==> src/rtl/maint_pkg.sv <==
// maint_pkg: shared channel state encoding and locked-message constant
package maint_pkg;
  typedef enum logic [1:0] {RUN, SERVICE, LOCKED} state_t;
  localparam logic [31:0] MSG_LOCKED = '1;
endpackage

==> src/rtl/maint_channel.sv <==
// maint_channel: one tracked channel with usage lockout and saturating maintenance count
module maint_channel
  import maint_pkg::*;
#(
  parameter int CNT_W = 8,
  parameter int LIMIT = 200
) (
  input  logic             clk,
  input  logic             rst,
  input  logic             tick,
  input  logic             maint,
  input  logic             unlock,
  output logic             locked,
  output logic [CNT_W-1:0] mcnt
);
  // All-ones is reserved for the locked message, so the count stops one short
  localparam logic [CNT_W-1:0] SAT = ~CNT_W'(1);
  state_t state, state_n;
  logic [CNT_W-1:0] ucnt, ucnt_n, mcnt_n;
  always_ff @(posedge clk) begin
    if (rst) begin
      state <= RUN;
      ucnt <= '0;
      mcnt <= '0;
    end else begin
      state <= state_n;
      ucnt <= ucnt_n;
      mcnt <= mcnt_n;
    end
  end
  always_comb begin
    state_n = state;
    ucnt_n = ucnt;
    mcnt_n = mcnt;
    case (state)
      RUN:
        if (maint) begin
          state_n = SERVICE;
          ucnt_n = '0;
          mcnt_n = (mcnt == SAT) ? mcnt : mcnt + 1'b1;
        end else if (tick) begin
          state_n = (ucnt == CNT_W'(LIMIT - 1)) ? LOCKED : RUN;
          ucnt_n = ucnt + 1'b1;
        end
      SERVICE: state_n = RUN;
      LOCKED:
        if (unlock) begin
          state_n = RUN;
          ucnt_n = '0;
        end
      default: state_n = RUN;
    endcase
  end
  always_comb locked = (state == LOCKED);
endmodule

==> src/rtl/maint_tracker.sv <==
// maint_tracker: N_CH independent maintenance channels with a selectable message port
module maint_tracker
  import maint_pkg::*;
#(
  parameter int N_CH  = 4,
  parameter int CNT_W = 8,
  parameter int LIMIT = 200,
  localparam int SW = (N_CH > 1) ? $clog2(N_CH) : 1
) (
  input  logic             clk,
  input  logic             rst,
  input  logic [N_CH-1:0]  use_i,
  input  logic [N_CH-1:0]  maint_i,
  input  logic [N_CH-1:0]  unlock_i,
  input  logic [SW-1:0]    sel_i,
  output logic [CNT_W-1:0] msg_o,
  output logic [N_CH-1:0]  locked_o,
  output logic             any_locked_o
);
  if (LIMIT < 1 || LIMIT > 2**CNT_W - 1) begin : g_bad_limit
    $error("maint_tracker: LIMIT out of range");
  end
  if (N_CH < 1 || N_CH > 16) begin : g_bad_nch
    $error("maint_tracker: N_CH out of range");
  end
  logic [CNT_W-1:0] mcnt [N_CH];
  for (genvar i = 0; i < N_CH; i++) begin : g_ch
    maint_channel #(.CNT_W(CNT_W), .LIMIT(LIMIT)) u_ch (
      .clk(clk),
      .rst(rst),
      .tick(use_i[i]),
      .maint(maint_i[i]),
      .unlock(unlock_i[i]),
      .locked(locked_o[i]),
      .mcnt(mcnt[i])
    );
  end
  always_comb msg_o = (int'(sel_i) >= N_CH) ? '0 : locked_o[sel_i] ? MSG_LOCKED[CNT_W-1:0] : mcnt[sel_i];
  assign any_locked_o = |locked_o;
endmodule

==> config.mk <==
export PLATFORM = sky130hd
export DESIGN_NAME = maint_tracker
export DESIGN_NICKNAME = d
export VERILOG_FILES = /design/src/rtl/maint_pkg.sv /design/src/rtl/maint_channel.sv /design/src/rtl/maint_tracker.sv
export SDC_FILE = /design/constraint.sdc
export NUM_CORES = 1
export LEC_CHECK = 0
export CORE_MARGIN = 2
export CORE_UTILIZATION = 39
export CTS_BUF_LIST = sky130_fd_sc_hd__clkbuf_16
export DETAILED_ROUTE_END_ITERATION = 16
export GPL_TIMING_DRIVEN = 0
export SETUP_SLACK_MARGIN = 0.15
export SLEW_MARGIN = 10
export SYNTH_ARGS = -nofsm -noshare
export SYNTH_HDL_FRONTEND = slang
export SYNTH_HIERARCHICAL = 1
export SYNTH_SLANG_ARGS = --single-unit
export TNS_END_PERCENT = 100
==> constraint.sdc <==
create_clock -name clk -period 4.45 [get_ports clk]
set_input_delay 0.89 -clock clk [delete_from_list [all_inputs] [get_ports clk]]
set_output_delay 0.89 -clock clk [all_outputs]
set_load 0.005 [all_outputs]
# == After elaboration in Yosys (flattened, before gate mapping) ==
# Index checks and enable logic that the tools add are counted.
# totals
register_bits,72
wordCells,110
# classes
n_reduce_logical,21
n_bitwise,5
n_addsub,8
n_eq_ne,20
n_lt_le_gt_ge,2
mux,42
# op_table
op,n
two-way mux 8 bit,15
adder 8 x 1 -> 8 bit (second input constant),8
== test 8 bit (second input constant),8
one-hot mux 8 bit (2 select lines),4
two-way mux 2 bit,16
AND reduction 3 bit,8
binary-select mux 8 bit (select 2 bit),1
one-hot mux 2 bit (2 select lines),4
!= test 3 bit (second input constant),4
== test 2 bit (second input constant),4
zero test 2 bit,4
!= test 2 bit (second input constant),4
AND reduction 2 bit,4
nonzero test 2 bit,4
NOT 1 bit,4
OR reduction 4 bit,1
>= comparator 3 bit (second input constant),1
< comparator 2 x 3 -> 1 bit (second input constant),1
NOT 2 -> 3 bit,1
binary-select mux 1 bit (select 2 bit),1
two-way mux 1 bit,1

# == Depth between registers and ports, before layout ==
# logic_depth
ltp_word,5
depth_mapped,6
depth_no_buf,6

# == Modules after synthesis ==
# Netlist, hierarchy kept.
# modules_own_cells
module,cells_per_inst,area_per_inst_um2,seq_area_each_um2,n_inst
maint_channel,99,908.4,360.3,4
maint_tracker,20,305.3,0.0,1

# == Worst setup path before layout ==
# Ideal clock, no wire load.
# synth_path
path_kind,in2out
startpoint,in sel_i[0]
endpoint,out msg_o[0]
setup_slack_ns,1.755
t_required_ns,3.560
cell_stages,3
arrival_ns,1.805
cell_sequence,buf_6 > mux4_2 > or2_1
# synth_between
elab_chain_len,5
elab_cells_between_ends,7
# synth_lines
item,line,rtl
start: declaration,maint_tracker.sv:15,"input logic [SW-1:0] sel_i,"
NOT 2 -> 3 bit (implied by the code),maint_tracker.sv:38,always_comb msg_o = (int'(sel_i) >= N_CH) ? '0 : locked_o[sel_i] ? MSG_LOCKED[CNT_W-1:0] : mcnt[sel_i];
binary-select mux 8 bit (select 2 bit),maint_tracker.sv:38,
two-way mux 8 bit (implied by the code) (2 in series),maint_tracker.sv:38,
two-way mux 8 bit *,maint_tracker.sv:38,
end: declaration,maint_tracker.sv:16,"output logic [CNT_W-1:0] msg_o,"
# Every way passes the cells marked *; elsewhere a longest branch is shown, timed or not. The select of a mux whose other input is x is not followed.

# == Worst setup path after layout ==
# layout_path
startpoint,reg g_ch[2].u_ch.state[0]
endpoint,out msg_o[4]
# layout_between
elab_chain_len,4
# layout_lines
item,line,rtl
start: declaration,maint_channel.sv:18,"state_t state, state_n;"
start signal: assignment,maint_channel.sv:26,state <= state_n;
== test 2 bit,maint_channel.sv:54,always_comb locked = (state == LOCKED);
binary-select mux 1 bit (select 2 bit),maint_tracker.sv:38,
two-way mux 1 bit (implied by the code),maint_tracker.sv:38,
two-way mux 8 bit,maint_tracker.sv:38,
# No other way between the ends. The select of a mux whose other input is x is not followed.

==> flow_metrics.tcl <==
set metrics [dict create \
    fin_skew_ns 0.00477 \
    postCtsSetupBuffers 0 \
    mapped_cells 416 \
    max-clock-path-buffers 2 \
    power.share.sequential_pct 48.0 \
    combinational_share_of_power_pct 8.7 \
    crit_path_end_kind "output pin" \
    cell_internal_pwr_mw 1.08 \
    drt.antenna.violating_nets 0 \
    htreeDepth 3 \
    cpLargestDelayFamily "buffers and inverters" \
    io_buffer_count 26 \
    critical_path.slowest_cell "sky130_fd_sc_hd__mux4_2" \
    finalNonFillerCells 589 \
    cts-resized-gates 0 \
    arrival_ns 2.44 \
    worst_path_largest_cell_delay_ns 0.57 \
    synth.ff_latch_count 72 \
    tritoncts "done" \
    timing_max_transition_violations_final 0 \
    fmaxAchievable_ghz 0.300 \
    post_synthesis_cell_area_sq_um 3940 \
    wire_per_inst_um 14.6 \
    drt_drc_violations_left 0 \
    post_synth.cell_area_avg_sq_um 9.47 \
    final_util_pct 47.2 \
    worst_hold_path_type "reg2reg" \
    critical_path_required_ns 3.56 \
    grt_remaining_overflow 0 \
    hpwl_um 6150 \
    post_drt_via_cell_ratio 5.46 \
    die_h_um 104 \
    chipWidth_um 104 \
    first_global_vias 2946 \
    worst_pin_slew_ns 0.628 \
    clock-root-buffer "sky130_fd_sc_hd__clkbuf_16" \
    nNetsFinal 485 \
    synth.yosys.warnings 6 \
    critical_path_peak_fanout 9 \
    m1WireLength_um 4320 \
    max_slew_margin_pct 58.0 \
    fp.dieArea_sq_um 10900 \
    post_route_cells_drive_above_1_share_pct 5.26 \
    core_sq_um 9770 \
    top_level_ports 29 \
    synth.lib_cells_used.distinct 40 \
    rsz_0062_raised_after_global_routing "false" \
    peakVddDrop_mv 0.237 \
    seq_area_frac_synth_pct 36.6 \
    path_cells "clkbuf_1, nor2b_1, mux4_2, or2_1, clkdlybuf4s50_1" \
    grt_max_degree 13 \
    final_min_period_over_clock_period_pct 74.9 \
    clk-insertion-delay-late_ns 0.33 \
    globalRouteTotalUtil_pct 16.9 \
    run_status "finished clean" \
    antenna_cells_inserted 0 \
    power.net_switching_mw 0.333 \
    ys_dominant_reg_cell "sky130_fd_sc_hd__dfxtp_1" \
    core_rows 36 \
    path_buf_inv 2 \
    finalCriticalPeriod_ns 3.33 \
    grt_pass1_wl_um 14700 \
    power.density_cell_area_nw_per_um2 307 \
    count_of_flip_flops_with_a_built_in_enable_after_synthesis 0 \
    flow.area_growth_from_synthesis_pct 17.1 \
    clock_sinks 72 \
    wirelength_um 8630 \
    dp_slack_ns 1.16 \
    final_number_of_setup_violating_endpoints 0 \
    highest-signal-layer "met4" \
    total_power_mw 1.42 \
    met3WireLength_um 436 \
    number_of_cts_inserted_buffers 9 \
    effective_utilization_at_floorplan_pct 40.3 \
    route.met2.wl_um 3740 \
    clk_transition_reported_paths_ns 0.05 \
    layout_setup_ws_ns 1.12 \
    async_flop_share_pct 0 \
    cp-start-kind "register" \
    ctsHoldBuffers 0 \
    drt_first_pass_iters 4 \
    drv.max_cap_violation_count 0 \
    place.detailed.instances 575 \
    grt_antenna_before_repair 0 \
    syn_nets 448 \
    place.gp.congestion 0.821 \
    share_of_total_power_in_the_clock_network_pct 43.3 \
    finalHoldViolations 0 \
    dr_iter_0_viols 100 \
    sw_frac_of_total_pct 23.6 \
    cellLeakagePower_nw 1.72 \
    total_via_count_after_detailed_routing 3217 \
    fin_setup_tns_ns 0 \
    path_class "reg2out" \
]
-- worst min-delay path: cells and delay by family (launching register included) --
| kind | cells | cell delay, ns |
|---|---|---|
| compound gates | 2 | 0.12 |
| flops | 1 | 0.31 |
-- flip-flops by register name, indices dropped and copies added (netlist names) --
register,flops
g_ch.u_ch/ucnt,32
g_ch.u_ch/state,8
g_ch.u_ch/mcnt,32
-- layout make-up --
class	count	area, sq um
well taps	133	166
clock buffers	9	225
clock inverters	5	20.0
inverters	4	15.0
repair buffers	26	260
multi-input cells	326	2420
flip-flops and latches	72	1440
plain buffers	14	65.1
fillers	941	5160
-- synth_stat cells (9+ instances only) --
cell type	number	area, sq um
sky130_fd_sc_hd__a21oi_1	20	100
sky130_fd_sc_hd__clkbuf_1	9	33.8
sky130_fd_sc_hd__dfxtp_1	72	1440
sky130_fd_sc_hd__ha_1	16	200
sky130_fd_sc_hd__nand3_1	16	80.1
sky130_fd_sc_hd__nor2_1	44	165
sky130_fd_sc_hd__nor2b_1	12	75.1
sky130_fd_sc_hd__o21ai_0	12	60.1
sky130_fd_sc_hd__or3_1	12	75.1
sky130_fd_sc_hd__or4_1	9	67.6
sky130_fd_sc_hd__xnor2_1	16	140
sky130_fd_sc_hd__xor2_1	16	140
-- cell families (layout without fill, tap and decap cells) --
group	count (synthesis)	after routing	synth area share (%)
xor gates and xnor gates	32	32	7.12
buffers and inverters	18	58	2.03
and+or+nand+nor	181	181	28.0
DFF	72	72	36.6
AOI/OAI and AO/OA	80	80	13.2
adders and majority gates	16	16	5.08
muxes	17	17	7.94
-- path summary, 6_finish.rpt --
path	cells after the start	from	to	slack, ns
worst max-delay path	5	g_ch[2].u_ch/state[0]	msg_o[4]	1.12
worst min-delay path	2	g_ch[1].u_ch/ucnt[7]	g_ch[1].u_ch/ucnt[7]	0.48
worst max register to register	5	g_ch[0].u_ch/state[1]	g_ch[0].u_ch/ucnt[7]	2.63
worst min register to register	2	g_ch[1].u_ch/ucnt[7]	g_ch[1].u_ch/ucnt[7]	0.48
-- placed cells by master (no fill, tap or decap), drive strengths merged, types with 9 or more instances in the layout --
cell	netlist	final
dfxtp	72	72
nand3	16	16
mux4	9	9
nor2b	12	12
a21oi	20	20
or3	12	12
clkdlybuf4s50	0	26
clkbuf	9	18
xor2	16	16
ha	16	16
xnor2	16	16
or4	9	9
nor2	44	44
o21ai	12	12
-- power by group through the flow --
stage,registers (mW),clock network (mW),logic [mW]
2_1_floorplan,0.688,0,0.0816
3_3_place_gp,0.693,0,0.121
3_5_place_dp,0.694,0,0.122
4_1_cts,0.680,0.639,0.123
5_1_grt,0.683,0.669,0.137
6_report,0.680,0.613,0.122
-- metrics by stage --
step           hold WS (ns)  instance area (sq um)
2_1_floorplan         0.448                   3940
3_3_place_gp          0.463                   4370
3_5_place_dp          0.474                   4370
4_1_cts               0.485                   4610
5_1_grt               0.503                   4610
6_report              0.479                   4610
-- routing by layer --
layer,up-vias,GRT usage (%)
met5,-,0
met4,0,5.89
met3,12,6.27
met2,51,25.0
met1,1508,22.5
li1,1646,-
(Power assumes the default switching activity.)
